===== src/rtl/ct_vfdsu_wb_buf.sv =====
// Writeback buffer for the vector FP divide/sqrt unit: a small FIFO that
// holds completed results (data, flags, vreg/ereg, iid) until the shared
// VFPU writeback port grants, back-pressures the divider when full and
// drops everything on a pipeline flush.
module ct_vfdsu_wb_buf #(
  parameter int DEPTH  = 2,
  parameter int DATA_W = 64,
  parameter int PTR_W  = 1
) (
  input  logic              forever_cpuclk,
  input  logic              cpurst_b,
  input  logic              rtu_yy_xx_flush,
  input  logic              vfdsu_wb_vld,
  input  logic [DATA_W-1:0] vfdsu_wb_data,
  input  logic [4:0]        vfdsu_wb_expt,
  input  logic [6:0]        vfdsu_wb_vreg,
  input  logic [4:0]        vfdsu_wb_ereg,
  input  logic [6:0]        vfdsu_wb_iid,
  input  logic              wb_vfdsu_grant,
  output logic              wb_buf_req,
  output logic [DATA_W-1:0] wb_buf_data,
  output logic [4:0]        wb_buf_expt,
  output logic [6:0]        wb_buf_vreg,
  output logic [4:0]        wb_buf_ereg,
  output logic [6:0]        wb_buf_iid,
  output logic              wb_buf_stall,
  output logic              wb_buf_empty,
  output logic              wb_buf_ovfl
);

  localparam int             ENT_W = DATA_W + 24;
  localparam logic [PTR_W:0] FULL  = (PTR_W+1)'(DEPTH);

  logic [PTR_W-1:0] wr_ptr;
  logic [PTR_W-1:0] rd_ptr;
  logic [PTR_W:0]   cnt;
  logic             ovfl;
  logic             push;
  logic             pop;
  logic [ENT_W-1:0] entry [DEPTH];
  logic [ENT_W-1:0] head;

  // A full buffer still accepts a result when the head leaves in the same cycle.
  assign pop  = wb_buf_req & wb_vfdsu_grant;
  assign push = vfdsu_wb_vld & ((cnt != FULL) | pop);

  // Pointer and occupancy control; flush wins over any push/pop that cycle.
  always_ff @(posedge forever_cpuclk or negedge cpurst_b) begin
    if (!cpurst_b) begin
      wr_ptr <= '0;
      rd_ptr <= '0;
      cnt    <= '0;
    end else if (rtu_yy_xx_flush) begin
      wr_ptr <= '0;
      rd_ptr <= '0;
      cnt    <= '0;
    end else begin
      if (push) wr_ptr <= wr_ptr + 1'b1;
      if (pop)  rd_ptr <= rd_ptr + 1'b1;
      case ({push, pop})
        2'b10:   cnt <= cnt + 1'b1;
        2'b01:   cnt <= cnt - 1'b1;
        default: cnt <= cnt;
      endcase
    end
  end

  // Sticky overflow: a result arrived with no room and nothing leaving.
  always_ff @(posedge forever_cpuclk or negedge cpurst_b) begin
    if (!cpurst_b) begin
      ovfl <= 1'b0;
    end else if (vfdsu_wb_vld && (cnt == FULL) && !pop) begin
      ovfl <= 1'b1;
    end
  end

  // Payload storage is not reset; only valid entries are ever presented.
  always_ff @(posedge forever_cpuclk) begin
    if (push && !rtu_yy_xx_flush) begin
      entry[wr_ptr] <= {vfdsu_wb_data, vfdsu_wb_expt, vfdsu_wb_vreg,
                        vfdsu_wb_ereg, vfdsu_wb_iid};
    end
  end

  assign head         = entry[rd_ptr];
  assign wb_buf_data  = head[ENT_W-1:24];
  assign wb_buf_expt  = head[23:19];
  assign wb_buf_vreg  = head[18:12];
  assign wb_buf_ereg  = head[11:7];
  assign wb_buf_iid   = head[6:0];
  assign wb_buf_req   = (cnt != '0);
  assign wb_buf_empty = (cnt == '0);
  assign wb_buf_stall = (cnt == FULL);
  assign wb_buf_ovfl  = ovfl;

endmodule


===== config.mk =====
export PLATFORM = sky130hd
export DESIGN_NAME = ct_vfdsu_wb_buf
export DESIGN_NICKNAME = d
export VERILOG_FILES = /design/src/rtl/ct_vfdsu_wb_buf.sv
export SDC_FILE = /design/constraint.sdc
export NUM_CORES = 1
export LEC_CHECK = 0
export CORE_MARGIN = 4
export CORE_UTILIZATION = 36
export CTS_CLUSTER_SIZE = 16
export DETAILED_ROUTE_END_ITERATION = 12
export SLEW_MARGIN = 15
export SYNTH_ARGS = -nofsm -noshare
export SYNTH_HDL_FRONTEND = slang
export SYNTH_SLANG_ARGS = --single-unit

===== constraint.sdc =====
create_clock -name forever_cpuclk -period 8.6 [get_ports forever_cpuclk]
set_input_delay 1.72 -clock forever_cpuclk [delete_from_list [all_inputs] [get_ports forever_cpuclk]]
set_output_delay 1.72 -clock forever_cpuclk [all_outputs]
set_load 0.01 [all_outputs]

==> summary.txt <==
Pwr
  – P_leak: ~0.0031 uW
  – Power per Cell Area: 215.0 mW/mm^2
  – Worst vdd ir: 130.9 uV

Clock network
  – TritonCTS clock tree: done
  – Clock latency on the worst-skew pair: 0.41 ns
  – Number of clock sinks: 181
  – Cts repair resizes: 0
  – Clk root buf: clkbuf_16
  – Hold Buf Count CTS: 0
  – H-tree Lvls: 4
  – Clk slew on worst S/H paths: 0.07 ns
  – Setup bufs post-CTS: 0
  – Clock buffer count from CTS: 17
  – Maximum root-to-sink buffer count: 2

Outcome
  – Status: completed

Timing
  – Setup TNS: 0 ns
  – Final Cycle Share: 0.5337
  – Final Skew: 0.008671 ns
  – Minimum clock period: ~4.6 ns
  – Final setup vio count: 0
  – Hold Fails Final Rpt: 0
  – RSZ-0062 raised after global routing: no
  – Final slew viol count: 0
  – Worst slew pin tran: between 0.7 and 0.8 ns
  – Slew margin rel.: 0.4786
  – Fmax: 0.2179 GHz

Drt
  – Drt wl/cell: 17.83 um
  – DR pass1 iterations: 4
  – Post-route ant nets: 0
  – Vias per inst: 4.630
  – Drt total wl: ~13000 um
  – DRC viols: 0
  – DR vias: 3440
  – DR iter-0 viols: 119

Logic synthesis
  – Netlist cell types: 22
  – Post-synth top area share: 0.7932
  – Synthesis-stage register bit count: 181
  – Area contributors post-synth: edfxtp_1, mux2_2, mux2_4
  – Post-Syn Area: 0.006663 mm^2
  – Register area share after synthesis: 0.8120
  – Largest area contributor in the netlist: edfxtp_1
  – Synth Instances: 304
  – Yosys Warn Count: 0
  – Mean Syn Cell Area: 21.92 um^2
  – Syn_nets: 397

Floorplanning
  – Ports: 185
  – Die height: 144.0 um
  – Die X: 144.0 um
  – Rows: 49
  – Initial Util: 0.3684
  – Core Box Area: 0.01809 mm^2
  – Die area: 0.02075 mm^2

Final layout
  – Layout cell share with drive strength beyond 1: 0.2490
  – Nets: 595
  – Antenna Diode Count: 0
  – Area grow syn2layout: 40.45%
  – Final Non-Filler Cells: 743

Min path
  – HP Class: flip-flop to flip-flop
  – Worst hold start: wb_buf_ovfl$_DFFE_PN0P_

Worst setup path
  – CP delay by family, top: buffers and inverters
  – Crit path buf inv count: 2
  – Setup CP Type: flip-flop to primary output
  – WP data arrival: between 2 and 3 ns
  – Max incr delay on CP: 0.75 ns
  – Worst setup path start: rd_ptr$_DFFE_PN0P_
  – Worst R2R Start: cnt[0]$_DFFE_PN0P_
  – Max FO, Critical Path: 52
  – Slowest CP cell: dfrtp_4
  – CP Launch Type: flip-flop
  – Worst-path cell chain: buf_4 -> mux2_2 -> clkdlybuf4s50_1
  – CP endpoint kind: primary output
  – Required time worst endpoint: around 6.9 ns

Global routing
  – Gr ovfl total: 0
  – GRT met2 Usage: 0.2112
  – Most Crowded Layer GR: met2
  – First-pass GRT wire length: 19980 um
  – Grt met3 use: 0.04663
  – GR Util met1: 0.1616
  – Largest net degree at the start of global routing: 54
  – Vias in the first global route: 3760
  – Initial antenna violation count: 0
  – Tot GR Track Use: 0.1277

Placement
  – Placed cells: 712
  – Port Buf Inserts: 184
  – Routability cong.: 0.6984
  – Post-DP HPWL: 8704 um

Flow run
  – Max Cap Violations: 0
## worst paths after layout
kind | endpoint | slack, ns | cells past startpoint
max | wb_buf_data[58] | 4.01 | 3
min reg2reg | wb_buf_ovfl$_DFFE_PN0P_ | 0.48 | 1
min in group asynchronous | wb_buf_ovfl$_DFFE_PN0P_ | 1.55 | 1
min | wb_buf_ovfl$_DFFE_PN0P_ | 0.48 | 1
max in group asynchronous | rd_ptr$_DFFE_PN0P_ | 6.80 | 1
max reg2reg | entry[1][81]$_DFFE_PP_ | 6.63 | 4
## flip-flops by register name, indices dropped and copies added, names as in the netlist
name and cells:
cnt 2, rd_ptr 1, entry 176, wb_buf_ovfl 1, wr_ptr 1
## layout make-up
| cell class | instances | area (um^2) |
|---|---|---|
| fill | 1460 | 8728 |
| clock inverter | 13 | 148.9 |
| sequential | 181 | 5414 |
| tap | 229 | 286.5 |
| multi-input combinational | 111 | 1192 |
| clock buffer | 18 | 429.2 |
| inverter | 2 | 7.507 |
| timing repair buffer | 189 | 1879 |
## metal layers
metal  share of wire  vias up
met4          0.0076        0
met5               0        -
met3           0.061        8
li1                -     1597
met2            0.50      113
met1            0.43     1722
## cell families (layout without fill, tap and decap cells)
group / after synthesis / in the layout / synth area share
buffers and inverters: 12 / 222 / 0.01145
XOR/XNOR: 2 / 2 / 0.002630
AO/OA/AOI/OAI: 7 / 7 / 0.006572
AND/OR/NAND/NOR: 12 / 12 / 0.009766
flip-flops: 181 / 181 / 0.8120
multiplexers: 90 / 90 / 0.1576
## where the power goes
group | switching (uW) | internal [uW]
Sequential | 14.9 | 1010
Combinational | 91.5 | 146
Clock | 322 | 431
Total | 429 | 1580
## cell usage after synthesis, drive strengths merged
cell / count
o21ai: 2
nand2: 1
inv: 2
a21o: 1
edfxtp: 176
nor2b: 1
and2b: 1
buf: 10
xor2: 2
nor2: 3
mux2: 89
mux2i: 1
a21oi: 3
o21a: 1
nor3b: 1
or2: 1
nor3: 2
nand2b: 2
dfrtp: 5
## layout by cell type (no fill, tap or decap), types with 2 or more instances in the layout
master | Yosys | routed
a21oi_1 | 3 | 3
buf_4 | 0 | 5
bufinv_16 | 0 | 2
clkbuf_16 | 0 | 17
clkdlybuf4s50_1 | 0 | 184
clkinv_4 | 0 | 2
clkinvlp_4 | 0 | 4
dfrtp_1 | 5 | 4
edfxtp_1 | 176 | 176
inv_1 | 2 | 2
inv_6 | 0 | 3
mux2_2 | 79 | 79
mux2_4 | 10 | 10
nand2b_1 | 2 | 2
nor2_1 | 3 | 3
xor2_1 | 2 | 2
## through the flow
stage                     setup WS, ns  total power (uW)  hold WS [ns]  utilization  instance area [um^2]
final                            4.010              2012        0.4818       0.5174                  9358
after global routing             3.822              2099        0.5087       0.5174                  9358
after CTS                        3.944              2044        0.4845       0.5174                  9358
after detailed placement         4.404              1283        0.4604       0.4854                  8780
after global placement           4.427              1279        0.4536       0.4854                  8780
after floorplan                 0.1335              1142        0.4932            -                  6668
Note: power is estimated with default switching activity, not from simulation.
